**src/rtl/bsg_print_stat_event_buffer.sv**
```systemverilog
// rtl/bsg_print_stat_event_buffer.sv - timestamped print-stat event FIFO with drop counter (option: BSG_PRINT_STAT_BUFFER_TIMESTAMP_EN)
module bsg_print_stat_event_buffer #(
    parameter int data_width_p      = 32,
    parameter int timestamp_width_p = 64,
    parameter int els_p             = 16,
    parameter int drop_width_p      = 16
) (
    input  logic                             clk_i,
    input  logic                             reset_n_i,
    input  logic                             print_stat_v_i,
    input  logic [data_width_p-1:0]          print_stat_tag_i,
    input  logic [timestamp_width_p-1:0]     ctr_i,
    output logic                             v_o,
    output logic [data_width_p-1:0]          tag_o,
    output logic [timestamp_width_p-1:0]     timestamp_o,
    input  logic                             yumi_i,
    output logic [$clog2(els_p+1)-1:0]       count_o,
    output logic                             overflow_o,
    output logic [drop_width_p-1:0]          drop_count_o
);

    localparam int ptr_w = $clog2(els_p);
    localparam int cnt_w = $clog2(els_p+1);

    logic                    cap_v;
    logic [data_width_p-1:0] cap_tag;
    logic [ptr_w-1:0]        rd_ptr;
    logic [ptr_w-1:0]        wr_ptr;
    logic [cnt_w-1:0]        count_r;
    logic [cnt_w-1:0]        count_next;
    logic                    v_r;
    logic                    overflow_r;
    logic [drop_width_p-1:0] drop_r;
    logic                    deq;
    logic                    enq;
    logic                    drop;

    logic [data_width_p-1:0] mem_tag [els_p];

    // A full buffer still accepts when the head leaves in the same cycle.
    assign deq  = yumi_i & v_r;
    assign enq  = cap_v & ((count_r != cnt_w'(els_p)) | deq);
    assign drop = cap_v & ~enq;

    // Occupancy after this cycle's enqueue/dequeue.
    always_comb begin
        count_next = count_r;
        if (enq && !deq)
            count_next = count_r + 1'b1;
        else if (deq && !enq)
            count_next = count_r - 1'b1;
    end

    // Capture stage: one-cycle holding register for the snooped event.
    always_ff @(posedge clk_i or negedge reset_n_i) begin
        if (!reset_n_i) begin
            cap_v   <= 1'b0;
            cap_tag <= '0;
        end else begin
            cap_v <= print_stat_v_i;
            if (print_stat_v_i)
                cap_tag <= print_stat_tag_i;
        end
    end

    // Pointer, occupancy and drop bookkeeping.
    always_ff @(posedge clk_i or negedge reset_n_i) begin
        if (!reset_n_i) begin
            rd_ptr     <= '0;
            wr_ptr     <= '0;
            count_r    <= '0;
            v_r        <= 1'b0;
            overflow_r <= 1'b0;
            drop_r     <= '0;
        end else begin
            if (enq)
                wr_ptr <= wr_ptr + 1'b1;
            if (deq)
                rd_ptr <= rd_ptr + 1'b1;
            count_r <= count_next;
            v_r     <= (count_next != '0);
            if (drop) begin
                overflow_r <= 1'b1;
                if (drop_r != {drop_width_p{1'b1}})
                    drop_r <= drop_r + 1'b1;
            end
        end
    end

    // Tag storage; contents are only meaningful below the occupancy mark.
    always_ff @(posedge clk_i) begin
        if (enq)
            mem_tag[wr_ptr] <= cap_tag;
    end

    assign v_o          = v_r;
    assign count_o      = count_r;
    assign overflow_o   = overflow_r;
    assign drop_count_o = drop_r;
    assign tag_o        = mem_tag[rd_ptr];

`ifdef BSG_PRINT_STAT_BUFFER_TIMESTAMP_EN
    logic [timestamp_width_p-1:0] cap_ts;
    logic [timestamp_width_p-1:0] mem_ts [els_p];

    // Timestamp sampled in the event cycle alongside the tag.
    always_ff @(posedge clk_i or negedge reset_n_i) begin
        if (!reset_n_i)
            cap_ts <= '0;
        else if (print_stat_v_i)
            cap_ts <= ctr_i;
    end

    // Timestamp column written in lockstep with the tag column.
    always_ff @(posedge clk_i) begin
        if (enq)
            mem_ts[wr_ptr] <= cap_ts;
    end

    assign timestamp_o = mem_ts[rd_ptr];
`else
    logic unused_ctr;
    assign unused_ctr  = ^ctr_i;
    assign timestamp_o = '0;
`endif

    yumi_requires_valid: assert property (@(posedge clk_i) disable iff (!reset_n_i) yumi_i |-> v_o);

endmodule

```
**config.mk**
```make
export PLATFORM = sky130hd
export DESIGN_NAME = bsg_print_stat_event_buffer
export DESIGN_NICKNAME = d
export VERILOG_FILES = /design/src/rtl/bsg_print_stat_event_buffer.sv
export SDC_FILE = /design/constraint.sdc
export NUM_CORES = 1
export LEC_CHECK = 0
export BUFFER_PORTS_ARGS = -buffer_cell sky130_fd_sc_hd__clkbuf_2
export CAP_MARGIN = 15
export CORE_UTILIZATION = 60
export CTS_BUF_LIST = sky130_fd_sc_hd__clkbuf_4 sky130_fd_sc_hd__clkbuf_8
export DETAILED_ROUTE_END_ITERATION = 12
export HOLD_SLACK_MARGIN = 0.08
export PLACE_DENSITY = 0.91
export SYNTH_ARGS = -nofsm -noshare
export SYNTH_HDL_FRONTEND = slang
export SYNTH_SLANG_ARGS = --single-unit
```
**constraint.sdc**
```tcl
create_clock -name clk_i -period 5.98 [get_ports clk_i]
set_clock_uncertainty 0.2 [all_clocks]
set_input_delay 1.794 -clock clk_i [delete_from_list [all_inputs] [get_ports clk_i]]
set_output_delay 1.794 -clock clk_i [all_outputs]
set_load 0.02 [all_outputs]
```
# --- After elaboration in Yosys (flattened, before gate mapping) ---
# Memories as Yosys holds them, arrays and structs flattened.
# Cells that the tools add are included.
# W data, S select, Z words.
op_classes:
  addsub: 5
  n_eq_ne: 2
  muxes: 4
  bitwise: 5
  n_reduce_logical: 6
op_table:
  columns: ["operator", "count"]
  rows:
  - ["$add A16 B1 Y16 const B", 1]
  - ["$ne A16 B16 Y1 const B", 1]
  - ["$mux W5", 2]
  - ["$add A4 B1 Y4 const B", 2]
  - ["$add A5 B1 Y5 const B", 1]
  - ["$ne A5 B5 Y1 const B", 1]
  - ["$reduce_bool A5 Y1", 1]
  - ["$sub A5 B1 Y5 const B", 1]
  - ["$and A1 B1 Y1", 3]
  - ["$logic_and A1 B1 Y1", 2]
  - ["$logic_not A1 Y1", 2]
  - ["$mux W1", 2]
  - ["$reduce_and A2 Y1", 1]
  - ["$not A1 Y1", 1]
  - ["$or A1 B1 Y1", 1]
totals:
  reg_bits: 64
  ram_bits: 512
  input_bits: 100
  out_inout_bits: 119
  word_cells: 31
  memories: 1
memory_table:
  columns: ["name", "words", "word_bits", "read_ports", "rd_clocked_by_memory_dff", "write_ports", "line_no", "text"]
  rows:
  - ["mem_tag", 16, 32, 1, 0, 1, "38", "logic [data_width_p-1:0] mem_tag [els_p];"]

# --- Depth between registers and ports, before layout ---
depth:
  ltp_word: 8
  ltp_mapped: 7
  mapped_depth_nobuf: 7

# --- Least setup slack after synthesis ---
# Ideal clock, no wire load.
synth_timing:
  kind: "input to register"
  start: "input port yumi_i"
  end: "memory mem_tag[3][0] (enable)"
  setup_time_ns: 0.461
  arrival_ns: 4.847
  required_time_ns: 5.319
  slack_ns: 0.472
  path_stages: 4
  n_path_buf: 0
  path_cell_list: "nand2_1 -> a21boi_1 -> nand2_1 -> nor3_1"
synth_via:
  elab_chain_cells: 5
synth_rtl:
  columns: ["item", "line_no", "text"]
  rows:
  - ["start, declared", "16", "input logic yumi_i,"]
  - ["$and A1 B1 Y1", "41", "assign deq = yumi_i & v_r;"]
  - ["$or A1 B1 Y1", "42", "assign enq = cap_v & ((count_r != cnt_w'(els_p)) | deq);"]
  - ["$and A1 B1 Y1", "42", null]
  - ["$mux W1", "92", "if (enq)"]
  - ["$mux W1 (implied by the code)", "93", "mem_tag[wr_ptr] <= cap_tag;"]
  - ["end, declared", "38", null]
# No other way between the ends.

# --- Worst setup path after layout ---
layout_timing:
  start: "register rd_ptr[1]"
  end: "output port tag_o[17]"
layout_via:
  elab_chain_cells: 1
layout_rtl:
  columns: ["item", "line_no", "text"]
  rows:
  - ["start, declared", "27", "logic [ptr_w-1:0] rd_ptr;"]
  - ["start signal, assigned", "79", "rd_ptr <= rd_ptr + 1'b1;"]
  - ["$mem_v2 Z16 W32", null, null]
  - ["end, declared", "14", "output logic [data_width_p-1:0] tag_o,"]
# No other way between the ends.

==> flow_metrics.tcl <==
set metrics [dict create \
    cp.arrival_ps 3250 \
    synth_edf_count 512 \
    period_minus_slack_ps 5248 \
    crit_required_ps 3990 \
    fin_crit_sh_pct 87.75 \
    crit_path_start_kind "flip-flop" \
    dp_cells 1552 \
    yosys.area.top_type "edfxtp_1" \
    area_growth_pct 11.98 \
    crit_family "flip-flops" \
    initial_core_util_pct 61.23 \
    relSlewSlack_pct 22.16 \
    mostFrequentLayoutCell "edfxtp_1" \
    path_clk_slew_ps 60 \
    synthFlopType "edfxtp_1" \
    netlist_area_um2 22520 \
    fp.dieH_um 195.7 \
    synthCells 1005 \
    most-common-layout-cells "edfxtp_1 (512), mux4_2 (160), clkbuf_8 (95)" \
    worst_pin_slew_ps 1168 \
    grt_usage_pct 24.38 \
    cts.path.max_buffers 3 \
    die_width_um 195.7 \
    die_area_um2 38320 \
    wl_per_cell_um 26.16 \
    vdd_drop_max_mv 0.4482 \
    slowest_stage "dfrtp_4" \
    cts_sinks 576 \
    clk_latency_ps 640 \
    outcome "finished, final reports clean" \
    cap_violations 0 \
    setup_viol 0 \
    wirelength_um 44740 \
    critPathKind "flip-flop to output port" \
    drc 0 \
    rsz0062_at_grt "no" \
    via_per_inst 6.165 \
    ys_async_sr_fraction_pct 11.11 \
    cts_tree "built" \
    yosysWarnings 0 \
    fmax_mhz 190.6 \
    multi_input_area_um2 5137 \
    path_cells "buf_4, mux4_2, mux4_2, clkbuf_2" \
    final_hold_viol_count 0 \
    postCtsSetupBuffers 0 \
    gp_congestion 0.7397 \
    grt_first_pass_wirelength_um 67040 \
    post_route_cells_drive_above_1_share_pct 38.81 \
    regArea_um2 16990 \
    antenna_cells 0 \
    yosysUniqueCellTypes 39 \
    hpwl_um 25940 \
    path_max_fanout 54 \
    overflow 0 \
    drtIter0Drc 689 \
    yosys.area.top_type_share_pct 68.26 \
    cts_resized 0 \
    hp-class "flip-flop to flip-flop" \
    p_leak_nw 8.577 \
    nets 1279 \
    dr.pass1.iters 5 \
    crit_path_end_kind "output port" \
    postRouteAntennaNets 0 \
    path_buf_inv 2 \
    placementRows 70 \
    post-place-ws_ps 1168 \
    htree_levels 3 \
    finalNonFillerCells 1710 \
    slew_violations 0 \
    pwr_density_cell_nw_per_um2 463.6 \
    dr_total_vias 10540 \
    portBuffers 90 \
    ys_seq_elements 576 \
    cts_buffers 85 \
    slowest_delay_ps 970 \
    core-area_um2 36790 \
    ctsHoldBuffers 0 \
    crit_top_cell "mux4_2" \
    tns_ps 0 \
    finalPower_mw 11.69 \
    first_global_vias 11130 \
    synth.yosys.seq_area_share_pct 75.37 \
    grt_max_degree 65 \
    layout_setup_ws_ps 732.3 \
    fill_cells 2151 \
    avgSynthCellArea_um2 22.41 \
    antenna_found_initial 0 \
    root_buffer "clkbuf_8" \
    yosys-top-cells-area "edfxtp_1 (68%), mux4_2 (16%), dfrtp_1 (7.1%), buf_4 (2.1%), mux2_2 (1.6%)" \
    io_pins 219 \
]
## worst paths after layout
path	from	endpoint	slack [ps]	cells past startpoint
setup / recovery	rd_ptr[1]	tag_o[17]	730	4
hold / removal	overflow_o	overflow_o	280	1
setup reg to reg	count_o[1]	mem_tag[14][10]	2350	7
hold reg to reg	overflow_o	overflow_o	280	1
max in group asynchronous	reset_n_i	rd_ptr[1]	3730	1
min in group asynchronous	reset_n_i	drop_count_o[10]	1110	1
## kinds of logic (layout without fill, tap and decap cells)
logic type / after synthesis / count (layout) / synth area share [%]
xor+xnor: 24 / 24 / 0.9333
other cells: 1 / 64 / 0.01665
mux: 193 / 193 / 17.65
compound gates: 14 / 14 / 0.4222
fa+ha+maj: 8 / 8 / 0.4444
buf+inv: 114 / 288 / 3.355
flops: 576 / 576 / 75.37
simple gates: 75 / 75 / 1.806
## worst reg2reg max path: stages, from the launching register on
cell and delay, ps:
dfrtp_1 470, inv_1 80, ha_1 210, and4bb_4 230, a21boi_1 610, nand2_1 410
nor2_4 570, buf_4 480
## synth_stat cells, types with 2 or more instances
cell	number
ha_1	8
nand4_1	7
clkbuf_1	18
a21o_1	2
xor2_1	9
edfxtp_1	512
o22ai_1	2
nand2b_1	3
nand3_1	11
nand2_1	14
buf_4	64
a21oi_1	3
nor3_1	8
buf_2	4
mux4_2	160
mux2_2	33
dfrtp_1	64
nor2_1	21
inv_1	7
o21ai_0	2
buf_1	10
nand4bb_1	2
xnor2_1	15
buf_6	11
## layer usage
layer,wire (um),up-vias,GRT usage (%)
li1,-,4375,-
met1,16400,5518,31.15
met2,23490,526,41.14
met3,3391,123,5.295
met4,1461,0,10.01
met5,0,-,0
## cell type report
class                           instances  area share [%]
Timing Repair Buffer                  123           3.076
Clock inverter                         37          0.8186
Sequential cell                       576           67.35
Clock buffer                          121           5.958
Tap cell                              468           2.322
Inverter                                7          0.1042
Multi-Input combinational cell        378           20.37
## state kept, by name (all words and copies together), names as in the netlist
register / count
count_o: 5
rd_ptr: 4
overflow_o: 1
mem_tag: 512
cap_tag: 32
wr_ptr: 4
drop_count_o: 16
v_o: 1
cap_v: 1
## where the power goes
part / internal [mW] / leakage [nW] / switching (mW)
logic: 1.56 / 2.28 / 1.63
clock network: 1.67 / 0.893 / 1.46
registers: 4.89 / 5.40 / 0.494
## per-stage QoR
step | util (%) | hold WS [ps] | area [um2]
after global placement | 63.92 | 252.4 | 23510
final | 68.56 | 275.2 | 25220
after CTS | 68.56 | 276.2 | 25220
after global routing | 68.56 | 295.3 | 25220
after floorplan | - | 373.0 | 22760
after detailed placement | 63.92 | 251.8 | 23510
(Power assumes the default switching activity.)
